<file path="src/rtl/euler_frame_assembler_if.sv">
// Byte-strobe input bus and filtered attitude outputs
// for the Euler frame assembler.
interface euler_frame_assembler_if;
  logic        i_byte_valid;
  logic [7:0]  i_byte_addr;
  logic [7:0]  i_byte_data;
  logic [15:0] o_roll;
  logic [15:0] o_pitch;
  logic        o_frame_valid;
  logic        o_seq_error;
  logic        o_timeout;
  logic [7:0]  o_frame_count;

  modport master (
    output i_byte_valid, i_byte_addr, i_byte_data,
    input  o_roll, o_pitch, o_frame_valid,
    input  o_seq_error, o_timeout, o_frame_count
  );

  modport slave (
    input  i_byte_valid, i_byte_addr, i_byte_data,
    output o_roll, o_pitch, o_frame_valid,
    output o_seq_error, o_timeout, o_frame_count
  );
endinterface

</file>
<file path="src/rtl/euler_frame_assembler.sv">
// Collects roll/pitch register bytes into frames and
// smooths each axis with a power-of-two moving average.
module euler_frame_assembler #(
  parameter logic [7:0] BASE_ADDR      = 8'h1C,
  parameter int         AVG_LOG2       = 2,
  parameter int         TIMEOUT_CYCLES = 250000
) (
  input logic                    i_clk,
  input logic                    i_rst_n,
  euler_frame_assembler_if.slave bus
);

  localparam int D  = 1 << AVG_LOG2;
  localparam int SW = 16 + AVG_LOG2;
  localparam int PW = (AVG_LOG2 == 0) ? 1 : AVG_LOG2;
  localparam int CW = (TIMEOUT_CYCLES > 1) ?
                      $clog2(TIMEOUT_CYCLES) : 1;
  localparam logic [CW-1:0] IDLE_MAX = CW'(TIMEOUT_CYCLES - 1);

  typedef enum logic [1:0] {
    EXP_RL, EXP_RH, EXP_PL, EXP_PH
  } state_t;

  state_t state_q, state_d;
  logic [CW-1:0] idle_q, idle_d;
  logic [7:0] rl_q, rl_d, rh_q, rh_d, pl_q, pl_d;
  logic seq_err_q, seq_err_d, tmo_q, tmo_d;

  logic f_vld_q, f_vld_d;
  logic signed [15:0] roll_f_q, roll_f_d;
  logic signed [15:0] pitch_f_q, pitch_f_d;

  logic signed [15:0] rbuf_q [D];
  logic signed [15:0] rbuf_d [D];
  logic signed [15:0] pbuf_q [D];
  logic signed [15:0] pbuf_d [D];
  logic signed [SW-1:0] sr_q, sr_d, sp_q, sp_d;
  logic [PW-1:0] ptr_q, ptr_d;
  logic primed_q, primed_d;
  logic s_vld_q, s_vld_d;

  logic o_vld_q, o_vld_d;
  logic [15:0] roll_o_q, roll_o_d, pitch_o_q, pitch_o_d;
  logic [7:0] cnt_q, cnt_d;

  logic [7:0] exp_addr;
  logic       hit;

  assign exp_addr = BASE_ADDR + {6'd0, state_q};
  assign hit = bus.i_byte_valid && (bus.i_byte_addr == exp_addr);

  always_comb begin
    state_d   = state_q;
    idle_d    = idle_q;
    rl_d      = rl_q;
    rh_d      = rh_q;
    pl_d      = pl_q;
    seq_err_d = 1'b0;
    tmo_d     = 1'b0;
    f_vld_d   = 1'b0;
    roll_f_d  = roll_f_q;
    pitch_f_d = pitch_f_q;
    if (bus.i_byte_valid) begin
      idle_d = '0;
      if (hit) begin
        unique case (state_q)
          EXP_RL: begin
            rl_d    = bus.i_byte_data;
            state_d = EXP_RH;
          end
          EXP_RH: begin
            rh_d    = bus.i_byte_data;
            state_d = EXP_PL;
          end
          EXP_PL: begin
            pl_d    = bus.i_byte_data;
            state_d = EXP_PH;
          end
          EXP_PH: begin
            roll_f_d  = {rh_q, rl_q};
            pitch_f_d = {bus.i_byte_data, pl_q};
            f_vld_d   = 1'b1;
            state_d   = EXP_RL;
          end
        endcase
      end else begin
        // A stray roll-L byte restarts a frame instead of being lost
        seq_err_d = 1'b1;
        if (bus.i_byte_addr == BASE_ADDR) begin
          rl_d    = bus.i_byte_data;
          state_d = EXP_RH;
        end else begin
          state_d = EXP_RL;
        end
      end
    end else if (state_q == EXP_RL) begin
      idle_d = '0;
    end else if (idle_q == IDLE_MAX) begin
      idle_d  = '0;
      tmo_d   = 1'b1;
      state_d = EXP_RL;
    end else begin
      idle_d = idle_q + 1'b1;
    end
  end

  always_comb begin
    rbuf_d   = rbuf_q;
    pbuf_d   = pbuf_q;
    sr_d     = sr_q;
    sp_d     = sp_q;
    ptr_d    = ptr_q;
    primed_d = primed_q;
    s_vld_d  = f_vld_q;
    if (f_vld_q) begin
      if (!primed_q) begin
        for (int i = 0; i < D; i++) begin
          rbuf_d[i] = roll_f_q;
          pbuf_d[i] = pitch_f_q;
        end
        sr_d     = SW'(roll_f_q) <<< AVG_LOG2;
        sp_d     = SW'(pitch_f_q) <<< AVG_LOG2;
        primed_d = 1'b1;
      end else begin
        sr_d = sr_q + SW'(roll_f_q) - SW'(rbuf_q[ptr_q]);
        sp_d = sp_q + SW'(pitch_f_q) - SW'(pbuf_q[ptr_q]);
        rbuf_d[ptr_q] = roll_f_q;
        pbuf_d[ptr_q] = pitch_f_q;
        ptr_d = (ptr_q == PW'(D - 1)) ? '0 : ptr_q + 1'b1;
      end
    end
  end

  always_comb begin
    o_vld_d   = s_vld_q;
    roll_o_d  = roll_o_q;
    pitch_o_d = pitch_o_q;
    cnt_d     = cnt_q;
    if (s_vld_q) begin
      roll_o_d  = 16'(sr_q >>> AVG_LOG2);
      pitch_o_d = 16'(sp_q >>> AVG_LOG2);
      cnt_d     = cnt_q + 8'd1;
    end
  end

  always_ff @(posedge i_clk or negedge i_rst_n) begin
    if (!i_rst_n) begin
      state_q   <= EXP_RL;
      idle_q    <= '0;
      rl_q      <= '0;
      rh_q      <= '0;
      pl_q      <= '0;
      seq_err_q <= 1'b0;
      tmo_q     <= 1'b0;
      f_vld_q   <= 1'b0;
      roll_f_q  <= '0;
      pitch_f_q <= '0;
      rbuf_q    <= '{default: '0};
      pbuf_q    <= '{default: '0};
      sr_q      <= '0;
      sp_q      <= '0;
      ptr_q     <= '0;
      primed_q  <= 1'b0;
      s_vld_q   <= 1'b0;
      o_vld_q   <= 1'b0;
      roll_o_q  <= '0;
      pitch_o_q <= '0;
      cnt_q     <= '0;
    end else begin
      state_q   <= state_d;
      idle_q    <= idle_d;
      rl_q      <= rl_d;
      rh_q      <= rh_d;
      pl_q      <= pl_d;
      seq_err_q <= seq_err_d;
      tmo_q     <= tmo_d;
      f_vld_q   <= f_vld_d;
      roll_f_q  <= roll_f_d;
      pitch_f_q <= pitch_f_d;
      rbuf_q    <= rbuf_d;
      pbuf_q    <= pbuf_d;
      sr_q      <= sr_d;
      sp_q      <= sp_d;
      ptr_q     <= ptr_d;
      primed_q  <= primed_d;
      s_vld_q   <= s_vld_d;
      o_vld_q   <= o_vld_d;
      roll_o_q  <= roll_o_d;
      pitch_o_q <= pitch_o_d;
      cnt_q     <= cnt_d;
    end
  end

  assign bus.o_roll        = roll_o_q;
  assign bus.o_pitch       = pitch_o_q;
  assign bus.o_frame_valid = o_vld_q;
  assign bus.o_seq_error   = seq_err_q;
  assign bus.o_timeout     = tmo_q;
  assign bus.o_frame_count = cnt_q;

endmodule

</file>
<file path="src/flat_wrapper.sv">
// flat-port wrapper written by rule: the top's interface ports become plain ports
module euler_frame_assembler_flat 
#(
  parameter logic [7:0] BASE_ADDR      = 8'h1C,
  parameter int         AVG_LOG2       = 2,
  parameter int         TIMEOUT_CYCLES = 250000
)
  (i_clk, i_rst_n, bus_i_byte_valid, bus_i_byte_addr, bus_i_byte_data, bus_o_roll, bus_o_pitch, bus_o_frame_valid, bus_o_seq_error, bus_o_timeout, bus_o_frame_count);
  euler_frame_assembler_if bus_i ();
  input logic i_clk;
  input logic i_rst_n;
  input wire logic [$bits(bus_i.i_byte_valid)-1:0] bus_i_byte_valid;
  input wire logic [$bits(bus_i.i_byte_addr)-1:0] bus_i_byte_addr;
  input wire logic [$bits(bus_i.i_byte_data)-1:0] bus_i_byte_data;
  output wire logic [$bits(bus_i.o_roll)-1:0] bus_o_roll;
  output wire logic [$bits(bus_i.o_pitch)-1:0] bus_o_pitch;
  output wire logic [$bits(bus_i.o_frame_valid)-1:0] bus_o_frame_valid;
  output wire logic [$bits(bus_i.o_seq_error)-1:0] bus_o_seq_error;
  output wire logic [$bits(bus_i.o_timeout)-1:0] bus_o_timeout;
  output wire logic [$bits(bus_i.o_frame_count)-1:0] bus_o_frame_count;
  assign bus_i.i_byte_valid = bus_i_byte_valid;
  assign bus_i.i_byte_addr = bus_i_byte_addr;
  assign bus_i.i_byte_data = bus_i_byte_data;
  assign bus_o_roll = bus_i.o_roll;
  assign bus_o_pitch = bus_i.o_pitch;
  assign bus_o_frame_valid = bus_i.o_frame_valid;
  assign bus_o_seq_error = bus_i.o_seq_error;
  assign bus_o_timeout = bus_i.o_timeout;
  assign bus_o_frame_count = bus_i.o_frame_count;
  euler_frame_assembler #(.BASE_ADDR(BASE_ADDR), .AVG_LOG2(AVG_LOG2), .TIMEOUT_CYCLES(TIMEOUT_CYCLES)) u_core (.i_clk(i_clk), .i_rst_n(i_rst_n), .bus(bus_i));
endmodule
</file>
<file path="config.mk">
export PLATFORM = sky130hd
export DESIGN_NAME = euler_frame_assembler_flat
export DESIGN_NICKNAME = d
export VERILOG_FILES = /design/src/rtl/euler_frame_assembler_if.sv /design/src/rtl/euler_frame_assembler.sv /design/src/flat_wrapper.sv
export SDC_FILE = /design/constraint.sdc
export NUM_CORES = 1
export LEC_CHECK = 0
export CAP_MARGIN = 20
export CORE_ASPECT_RATIO = 1.2
export CORE_MARGIN = 2
export CORE_UTILIZATION = 35
export DETAILED_ROUTE_END_ITERATION = 12
export GPL_TIMING_DRIVEN = 0
export PLACE_DENSITY_LB_ADDON = 0.08
export REMOVE_ABC_BUFFERS = 1
export SYNTH_ARGS = -nofsm -noshare
export SYNTH_HDL_FRONTEND = slang
export SYNTH_SLANG_ARGS = --single-unit
</file>
<file path="constraint.sdc">
create_clock -name i_clk -period 10.6 [get_ports i_clk]
set_input_delay 2.12 -clock i_clk [delete_from_list [all_inputs] [get_ports i_clk]]
set_output_delay 2.12 -clock i_clk [all_outputs]
set_load 0.005 [all_outputs]
</file>
# Word-level counts from Yosys, hierarchy flattened
# Cells that the tools add are included.
# classes
addsub	8
n_lt_le_gt_ge	2
n_eq_ne	9
muxes	35
bitwise	1
n_reduce_logical	11
# ops
op	count
bitwise mux 64 bit	2
2-to-1 mux 64 bit	2
2-to-1 mux 18 bit	5
2-to-1 mux 16 bit	5
binary-select mux 16 bit (select 2 bit)	2
adder 18 x 16 -> 18 bit	2
subtractor 18 x 16 -> 18 bit	2
demux 16 bit (select 2 bit)	1
2-to-1 mux 8 bit	3
adder 18 x 1 -> 18 bit, second input constant	1
equality test 18 bit, second input constant	1
AND reduction 3 bit	4
2-to-1 mux 2 bit	5
2-to-1 mux 1 bit	9
adder 8 x 1 -> 8 bit, second input constant	1
equality test 8 x 5 -> 1 bit, second input constant	1
equality test 8 bit	1
one-hot mux 2 bit (4 select lines)	1
adder 5 x 2 -> 6 bit, first input constant	1
equality test 2 bit, second input constant	3
inequality test 2 bit, second input constant	2
AND reduction 2 bit	2
nonzero test 2 bit	2
greater-or-equal comparator 3 bit, second input constant	1
6 further kinds	7
# word_totals
ff_bits	288
input_bits	19
output_inout_bits	43
wordCells	93

# Depth between registers and ports, before layout
# Gate-level depths: netlist of the first run.
# logic_depth
ltp_word	7
mapped_depth	15
mapped_depth_nobuf	13

# Least setup slack after synthesis of the first run
# OpenSTA, ideal clock, no wires.
# synth_path
kind	reg-to-reg
start	register u_core.ptr_q[0]
end	register u_core.sr_q[13]
setup_time_ps	126
arrival_ps	3525
t_required_ps	10474
path_slack_ps	6950
path_stages_with_launch	13
n_path_buf	2
synth_period_minus_slack_ps	3650
cell_sequence	dfrtp_1 -> buf_6 -> buf_2 -> mux4_2 -> fa_1 -> inv_1 -> ha_1 -> a2111oi_2 -> a2111oi_2 -> a22oi_2 -> xor2_1 -> nor2_1 -> a221o_1
# synth_via
elab_chain_len	6
# synth_rtl
element	line	source
from (decl)	euler_frame_assembler.sv:38	logic [PW-1:0] ptr_q, ptr_d;
from (signal assigned)	euler_frame_assembler.sv:184	ptr_q <= ptr_d;
inverter 2 -> 3 bit (implied by the code)	euler_frame_assembler.sv:125	sr_d = sr_q + SW'(roll_f_q) - SW'(rbuf_q[ptr_q]);
binary-select mux 16 bit (select 2 bit)	euler_frame_assembler.sv:125	
2-to-1 mux 16 bit (implied by the code) (2 in series)	euler_frame_assembler.sv:125	
subtractor 18 x 16 -> 18 bit	euler_frame_assembler.sv:125	
2-to-1 mux 18 bit	euler_frame_assembler.sv:116	if (!primed_q) begin
to (signal assigned)	euler_frame_assembler.sv:182	sr_q <= sr_d;
to (decl)	euler_frame_assembler.sv:37	logic signed [SW-1:0] sr_q, sr_d, sp_q, sp_d;
# No other way between the ends. The select of a mux whose other input is x is not followed.
# A chain may end at the register's enable or synchronous reset.

# Worst setup path in the final report of the first run
# layout_path
start	input port bus_i_byte_addr[5]
end	register u_core.roll_f_q[0]
# layout_via
elab_chain_len	3
# layout_rtl
element	line	source
from (decl)	flat_wrapper.sv:13	input wire logic [$bits(bus_i.i_byte_addr)-1:0] bus_i_byte_addr;
equality test 8 bit	euler_frame_assembler.sv:50	assign hit = bus.i_byte_valid && (bus.i_byte_addr == exp_addr);
logical AND 1 bit	euler_frame_assembler.sv:50	
AND reduction 3 bit (no source line)	-	
to (signal assigned)	euler_frame_assembler.sv:178	roll_f_q <= roll_f_d;
to (decl)	euler_frame_assembler.sv:30	logic signed [15:0] roll_f_q, roll_f_d;
# No other way between the ends.

==> results by stage, run 1 <==
Outcome:
- The run finished with clean final reports.

STA:
- The count of pins over their slew limit was 0.
- The final setup violation count is 0.
- The highest clock frequency the design can meet is ~220 MHz.
- The worst setup margin is roughly 6 ns.
- The worst path in the final design needs a cycle of about 4.6 ns, including I/O delays and setup.
- The worst slew margin relative to its limit is 38.8%.
- The slew at the pin closest to its max-slew limit is 0.915 ns.
- The count of endpoints failing hold in the final timing report is 0.
- Of the available clock period, the critical path in the final layout requires between 40% and 50%.
- Setup repair after global routing left no endpoint under its margin.
- The worst clock skew is ~0.018 ns.

Detailed routing:
- The first routing iteration left 543 violations.
- The routed design has between 30000 and 40000 µm of wire.
- The first TritonRoute pass finished after 4 iterations.
- Dividing the detail-routed via count by the number of cells gives approximately 5.
- After detailed routing, the average wire length per cell comes to around 18 µm.
- The count of nets left with antenna violations once routing finished came out at 0.
- For this run, design rule violations remaining after detail routing come to 0.
- The total via count in the routed design is 9899.

Synth:
- By area the synthesized netlist is led by sky130_fd_sc_hd__dfrtp_1 50%, sky130_fd_sc_hd__o21ai_0 6.6%, sky130_fd_sc_hd__mux4_2 5.0%.
- The sequential fraction of the synthesis area is approximately half.
- The cell count after synthesis came out at 1369.
- The library cell with the largest summed area after synthesis is sky130_fd_sc_hd__dfrtp_1.
- The synthesized design devotes to its leading area cell type roughly half of total area.
- Among all flip-flop cells after synthesis, the most frequent one is sky130_fd_sc_hd__dfrtp_1.
- The average cell area after synthesis is around 11 µm².
- Yosys mapped a number of flops with a built-in enable equal to 0.
- The synthesized netlist contains 66 unique library cells.
- The share of flip-flops with an asynchronous set or reset after synthesis is 100%.
- Counting flops and latches in the post-synthesis netlist gives roughly 290.
- Summing every instance area after synthesis gives 14400 µm².
- During synthesis, Yosys emitted a total of 0 warnings.

Placed design:
- The half-perimeter wire length after detailed placement is 24900 µm.
- The placed instance count is 1929.
- The global placement routability congestion is 0.761.
- The placed instances occupy a cell area of 16100 µm².
- Before CTS, the worst setup slack after placement is about 5.4 ns.
- In this run the tool buffered the top-level ports with 61 buffer cells.

Power:
- The switching part of the total is between 20% and 30%.
- The share of total power dissipated in sequential elements is 48.0%.
- The leakage power summed over all cells is ~8.0 nW.
- The overall power after layout is between 2 and 2.5 mW.
- The combinational share of power is under 10%.
- The peak ir drop on the vdd network is about 0.000084 V.
- In this run the power density over the cells is between 100 and 150 nW/µm².
- The clock network fraction of total power is approximately 50%.
- The total net switching power is about 0.51 mW.
- Internal power comes to 1.79 mW.

Critical path:
- The required arrival time at the worst endpoint is around 11 ns.
- The maximum fanout along the worst path is 33.
- The critical path class is input port to register.
- The startpoint type of the worst setup path is an input port.
- The arrival time at the worst endpoint is around 5.0 ns.
- STA classifies the critical path endpoint as a register.

Final layout:
- Compared with the post-synthesis result, the final layout area differs by 18.8%.
- After filler insertion, the fill cell instance count of the layout stands at a little under 4000.
- Cells fill between 40% and 50% of the core in the end.
- The final layout contains roughly 1500 nets.
- The antenna diode count is 0.
- The count of cells in the finished layout, fillers not included, comes to 1988.
- The post-layout instance area is approximately 17000 µm².
- Cells with a size suffix above 1 make up about an eighth of the layout.

Global routing:
- The number of global-route vias before repair came to 10500.
- The initial antenna violation count is 0.
- The aggregate global routing overflow is 0.
- In the global route stage, overall resource usage came out at roughly 18%.
- The maximum number of pins on one net before global-route repair is ~110.
- The first global-routing pass estimated about 60000 µm of wire.

Die:
- between 60 and 70 I/O pins were placed.
- The standard cell core area is between 40000 and 50000 µm².
- The die height is 227 µm.
- The die covers about 43000 µm².
- The overall die width is 189 µm.
- The effective utilization at floorplan is a little over a third.
- After floorplanning, the core was divided into between 80 and 90 placement rows.

Clocking:
- The maximum buffer depth of the clock tree is 3.
- The clock input transition at the sequential cells of the worst setup and hold paths is 0.06 ns.
- The insertion delay to the later sink of the worst-skew pair is 0.53 ns.
- The TritonCTS buffer count is 34.
- The quantity of hold-fixing buffers added after cts is 0.
- After clock tree synthesis, the setup repair step added 0 buffers.
- CTS built an H-tree with a depth of 2.
- The CTS root buffer is sky130_fd_sc_hd__clkbuf_16.
- TritonCTS built the clock tree.
- The tree built by TritonCTS fans out to about 290 sinks.
- The post-CTS resize count is 0.

Job:
- The reported max-cap violation count is 0.

Worst hold path:
- The min-delay analysis places its worst path in the category register to register.
registers in the layout (all words and copies together) (netlist names):
name	cells
u_core.pl_q	8
u_core.bus.o_timeout	1
u_core.bus.o_seq_error	1
u_core.bus.o_frame_valid	1
u_core.rbuf_q	64
u_core.bus.o_pitch	16
u_core.sp_q	18
u_core.pbuf_q	64
u_core.sr_q	18
u_core.ptr_q	2
u_core.bus.o_frame_count	8
u_core.o_vld_d	1
u_core.roll_f_q	16
u_core.f_vld_q	1
u_core.state_q	2
u_core.rl_q	8
u_core.idle_q	18
u_core.primed_q	1
u_core.pitch_f_q	16
u_core.rh_q	8
u_core.bus.o_roll	16
final timing paths:
kind                                        startpoint                     endpoint  slack, ns  cells after the start
max in group asynchronous                      i_rst_n         u_core.bus.o_roll[3]       7.98                      2
setup reg to reg                       u_core.ptr_q[0]              u_core.sr_q[15]       6.25                     10
setup / recovery                    bus_i_byte_addr[5]           u_core.roll_f_q[0]       5.98                      9
hold reg to reg            u_core.bus.o_frame_count[7]  u_core.bus.o_frame_count[7]       0.47                      1
hold / removal             u_core.bus.o_frame_count[7]  u_core.bus.o_frame_count[7]       0.47                      1
min in group asynchronous                      i_rst_n       u_core.bus.o_pitch[13]       1.57                      1
cell usage after synthesis, drive strengths merged (9+ instances only):
library cell    n
a21oi          41
clkbuf         51
a22oi           9
nand2         166
xnor2          28
nor2           60
o21ai         203
dfrtp         288
inv           141
buf            11
xor2           21
ha             46
nand3          49
mux4           32
a21o           16
nor3           13
mux2           59
nand4          11
fa             34
metal layers:
| layer | GRT usage [%] | share of wire [%] | wire [µm] |
|---|---|---|---|
| met2 | 30.4 | 48 | 17700 |
| met3 | 2.55 | 3.0 | 1100 |
| met1 | 24.6 | 47 | 17300 |
| met4 | 4.30 | 1.7 | 611 |
| met5 | 0 | 0 | 0 |
through the flow:
stage / hold slack (ns) / setup TNS, ns
after floorplan: 0.445 / 0
after global placement: 0.457 / -1694.42
after detailed placement: 0.466 / 0
after CTS: 0.478 / 0
after global routing: 0.494 / 0
final: 0.471 / 0
final cells by class:
class	count	area [µm²]	share of cell area (%)
Clock buffer	47	990	5.77
Clock inverter	12	108	0.627
Inverter	142	533	3.11
Multi-Input combinational cell	877	6500	37.9
Sequential cell	288	7210	42.0
Tap cell	539	674	3.93
Timing Repair Buffer	83	1140	6.64
worst max-delay path, stage by stage:
cell and delay (ns):
sky130_fd_sc_hd__clkdlybuf4s50_1 0.39, sky130_fd_sc_hd__nand4b_1 0.16, sky130_fd_sc_hd__nor3_1 0.21, sky130_fd_sc_hd__nand2_1 0.16
sky130_fd_sc_hd__nor3_4 0.72, sky130_fd_sc_hd__buf_16 0.24, sky130_fd_sc_hd__nand2_1 0.08, sky130_fd_sc_hd__inv_2 0.66
sky130_fd_sc_hd__o21ai_0 0.23
cells in the final DEF (no fill, tap or decap), types with 32 or more instances in the layout:
| cell type | instances |
|---|---|
| sky130_fd_sc_hd__dfrtp_1 | 284 |
| sky130_fd_sc_hd__o21ai_0 | 190 |
| sky130_fd_sc_hd__nand2_1 | 164 |
| sky130_fd_sc_hd__inv_1 | 139 |
| sky130_fd_sc_hd__clkdlybuf4s50_1 | 60 |
| sky130_fd_sc_hd__nor2_1 | 59 |
| sky130_fd_sc_hd__mux2_2 | 58 |
| sky130_fd_sc_hd__nand3_1 | 49 |
| sky130_fd_sc_hd__ha_1 | 46 |
| sky130_fd_sc_hd__a21oi_1 | 41 |
| sky130_fd_sc_hd__fa_1 | 34 |
| sky130_fd_sc_hd__clkbuf_16 | 34 |
| sky130_fd_sc_hd__mux4_2 | 32 |
power groups by stage:
stage                     Clock (mW)  Sequential [mW]  Combinational, mW
final                           1.16             1.10             0.0393
after floorplan                    0             1.12            0.00299
after CTS                       1.19             1.10             0.0418
after global placement             0             1.12             0.0385
after detailed placement           0             1.12             0.0417
after global routing            1.24             1.10             0.0453
cell families after synthesis:
| group | count (synthesis) | synth area share [%] |
|---|---|---|
| XOR/XNOR | 49 | 3.02 |
| buffers and inverters | 204 | 5.41 |
| AO/OA/AOI/OAI | 324 | 13.0 |
| flip-flops | 288 | 49.9 |
| adder cells (fa/ha/maj) | 80 | 8.70 |
| multiplexers | 96 | 9.96 |
| AND/OR/NAND/NOR | 328 | 9.97 |
Note: power is estimated with default switching activity, not from simulation.
==> run 2, diff against run 1 <==
==> constraint.sdc (replaced) <==
create_clock -name i_clk -period 3.75 [get_ports i_clk]
set_input_delay 0.75 -clock i_clk [delete_from_list [all_inputs] [get_ports i_clk]]
set_output_delay 0.75 -clock i_clk [all_outputs]
set_load 0.005 [all_outputs]
==> run 2 against run 1 <==
  * Utilization grew 1.0 points
  * Routed wire length up 1.7%
  * First-iteration DRC count shrank 6.6%
==> results by stage, run 2 (synthesis results as in run 1) <==
Outcome:
- The run finished with clean final reports.

Clocking:
- The maximum level of the CTS H-tree is 2.
- The clock input transition at the sequential cells of the worst setup and hold paths is 0.06 ns.
- The maximum buffer depth of the clock tree is 3.
- The insertion delay to the later sink of the worst-skew pair is between 0.5 and 0.6 ns.
- The sink count of the clock tree is around 290.
- The TritonCTS buffer count is 34.
- In this run, post-CTS hold repair placed 0 buffers.
- The CTS root buffer is sky130_fd_sc_hd__clkbuf_16.
- The clock tree from TritonCTS is built.

Final layout:
- Registers take between 7000 and 8000 µm².
- The signed area change from the synthesized netlist to the final layout is 21.7%.
- Once layout is complete, the cells apart from fillers number 2013.
- The fraction of layout instances using a drive strength above 1 is approximately 16%.
- In the final layout, the registers with the most flip-flops are u_core.pbuf_q x64, u_core.rbuf_q x64.
- The antenna diode count is 0.
- Leaving out fill and tap cells, the most frequent cells in the layout are 284 x sky130_fd_sc_hd__dfrtp_1, 187 x sky130_fd_sc_hd__o21ai_0, 164 x sky130_fd_sc_hd__nand2_1.
- The area used by multi-input combinational logic is around 6700 µm².
- The most common cell after layout, fill and taps aside is sky130_fd_sc_hd__dfrtp_1.
- The net total in the final layout is 1550.
- The fill cell total of the finished layout is just under 4000.

STA:
- Timing would allow up to about 270 MHz.
- The count of endpoints failing hold in the final timing report came to 0.
- The worst clock skew is roughly 0.018 ns.
- The count of pins over their slew limit was 0.
- After layout, the minimum clock period comes to ~3.7 ns.
- After layout, the worst path uses roughly 97% of the clock period.
- Setup violations remaining at the end of the flow were counted as 0.
- The worst slew margin relative to its limit is between 30 and 40%.
- The aggregate negative setup slack is 0 ns.
- At the pin with the least slew margin, the transition time is roughly 0.9 ns.

Global routing:
- The initial antenna violation count is 0.
- The maximum number of pins on one net before global-route repair is between 100 and 150.
- The first global-routing pass estimated around 60000 µm of wire.
- The total global-route track usage is 18.2%.
- After global routing the overflow that remains totals 0.
- The number of global-route vias before repair is between 10000 and 15000.

Critical path:
- In this run the critical register-to-register path is launched from u_core.ptr_q[0].
- The startpoint type of the worst setup path is a register.
- The arrival time at the worst endpoint is 4.06 ns.
- The start point of the critical path is u_core.ptr_q[0].
- The required arrival time at the worst endpoint is 4.16 ns.
- Of all nets on the critical path, the largest fanout is 7.
- The critical path class is register to register.
- The type of element capturing the critical path is a register.
- The setup slack of the worst register-to-register path is approximately 0.098 ns.

Power:
- Net switching is between 20% and 30% of the power.
- Internal power comes to approximately 5.1 mW.
- The combinational share of power is between 1.5 and 2%.
- The clock network fraction of total power is 50.3%.
- The design draws 6.50 mW.
- The peak ir drop on the vdd network is roughly 0.00024 V.
- Per report_power, the sequential group accounts for ~48% of the total.
- For this design the ratio of total power to cell area is roughly 370 nW/µm².
- The total net switching power is ~1.4 mW.
- The analysis attributes to cell leakage a power of ~8 nW.

Detailed routing:
- The starting DRC count in detailed routing is a little over 500.
- The total via count in the routed design is ~10000.
- Dividing the detail-routed via count by the number of cells gives roughly 5.
- For this run, design rule violations remaining after detail routing come to 0.
- In this run the remaining antenna-violating nets after routing total 0.
- After detailed routing, the total wire length is about 37000 µm.
- After detailed routing, the average wire length per cell comes to ~19 µm.
- The iteration count of the initial detailed-routing pass is 4.

Die:
- The effective utilization at floorplan is 35.5%.
- The overall die width is ~190 µm.
- The standard cell core area is about 41000 µm².
- The die is about 230 µm tall.
- The die covers approximately 43000 µm².
- In this run the core area contains between 80 and 90 standard-cell rows.
- The number of top-level design ports is 62.

Placed design:
- In this run, placement finished with an instance count of 1929.
- Summed over all nets, the half-perimeter wirelength after detailed placement is roughly 25000 µm.
- The number of input and output port buffers inserted is about 60.
- The global placement routability congestion is 0.761.

Job:
- The reported max-cap violation count is 0.

Worst hold path:
- The worst hold path belongs to the class input port to async pin.
-- run 2: changes by cell type in the layout (fill, tap and decap cells not counted), sizes merged --
| cell | previous run | this run |
|---|---|---|
| buf | 23 | 48 |
-- run 2: power groups by stage --
| stage | clock [mW] | combinational, mW | sequential (mW) |
|---|---|---|---|
| 3_5_place_dp | 0 | 0.118 | 3.17 |
| 6_report | 3.27 | 0.111 | 3.12 |
| 4_1_cts | 3.38 | 0.118 | 3.11 |
| 3_3_place_gp | 0 | 0.109 | 3.18 |
| 5_1_grt | 3.50 | 0.128 | 3.11 |
| 2_1_floorplan | 0 | 0.00846 | 3.17 |
-- run 2: repair_timing --
action | CTS | global route
pin swaps | 4 | 7
gates cloned | 0 | 0
resized for setup | 7 | 31
endpoints found under the setup margin | 27 | 17
buffers inserted | 12 | 13
-- run 2: through the flow --
step	util [%]	worst slack (ns)	area, µm²	hold slack, ns
finish	43.1	0.0979	17600	0.202
global route	43.1	-0.00621	17600	0.220
CTS	42.5	0.0138	17300	0.203
detailed placement	39.4	-0.613	16100	0.466
global placement	38.0	-11.40	15500	0.457
floorplan	-	-0.675	14200	0.445
-- run 2: final cells by class --
type | count | share of cell area, %
Clock buffer | 47 | 5.63
Clock inverter | 12 | 0.612
Inverter | 142 | 3.03
Multi-Input combinational cell | 877 | 37.9
Sequential cell | 288 | 41.1
Tap cell | 539 | 3.84
Timing Repair Buffer | 108 | 7.90
-- run 2: worst paths after layout --
kind | cells past startpoint | endpoint
worst max-delay path | 14 | u_core.sp_q[8]
worst min-delay path | 1 | u_core.bus.o_pitch[3]
worst max register to register | 14 | u_core.sp_q[8]
worst min register to register | 1 | u_core.bus.o_frame_count[7]
max in group asynchronous | 2 | u_core.bus.o_roll[3]
min in group i_clk | 1 | u_core.bus.o_frame_count[7]
-- run 2: critical path, cell delays in order (launching register included) --
cell                       delay (ns)
sky130_fd_sc_hd__dfrtp_4         0.49
sky130_fd_sc_hd__buf_12          0.14
sky130_fd_sc_hd__mux4_2          0.51
sky130_fd_sc_hd__fa_1            0.49
sky130_fd_sc_hd__inv_1           0.05
sky130_fd_sc_hd__ha_1            0.31
sky130_fd_sc_hd__nor2b_2         0.17
sky130_fd_sc_hd__o31a_1          0.29
sky130_fd_sc_hd__buf_4           0.15
sky130_fd_sc_hd__buf_4           0.13
sky130_fd_sc_hd__o21ai_0         0.14
sky130_fd_sc_hd__nand2b_1        0.16
sky130_fd_sc_hd__a31oi_1         0.24
sky130_fd_sc_hd__xor2_1          0.18
sky130_fd_sc_hd__o21ai_1         0.07
-- run 2: per-layer routing --
metal | GRT usage [%] | vias up | routed length [µm]
li1 | - | 4850 | -
met1 | 24.8 | 5051 | 17500
met2 | 30.5 | 126 | 18000
met3 | 2.65 | 42 | 1190
met4 | 4.53 | 0 | 644
met5 | 0 | - | 0
==> run 3, diff against run 2 <==
==> constraint.sdc (replaced) <==
create_clock -name i_clk -period 3.75 [get_ports i_clk]
set_input_delay 0.75 -clock i_clk [delete_from_list [all_inputs] [get_ports i_clk]]
set_output_delay 0.75 -clock i_clk [all_outputs]
set_load 0.1 [all_outputs]
==> results of run 3 <==
The final DEF is identical to that of run 2. Status: finished, final reports clean.
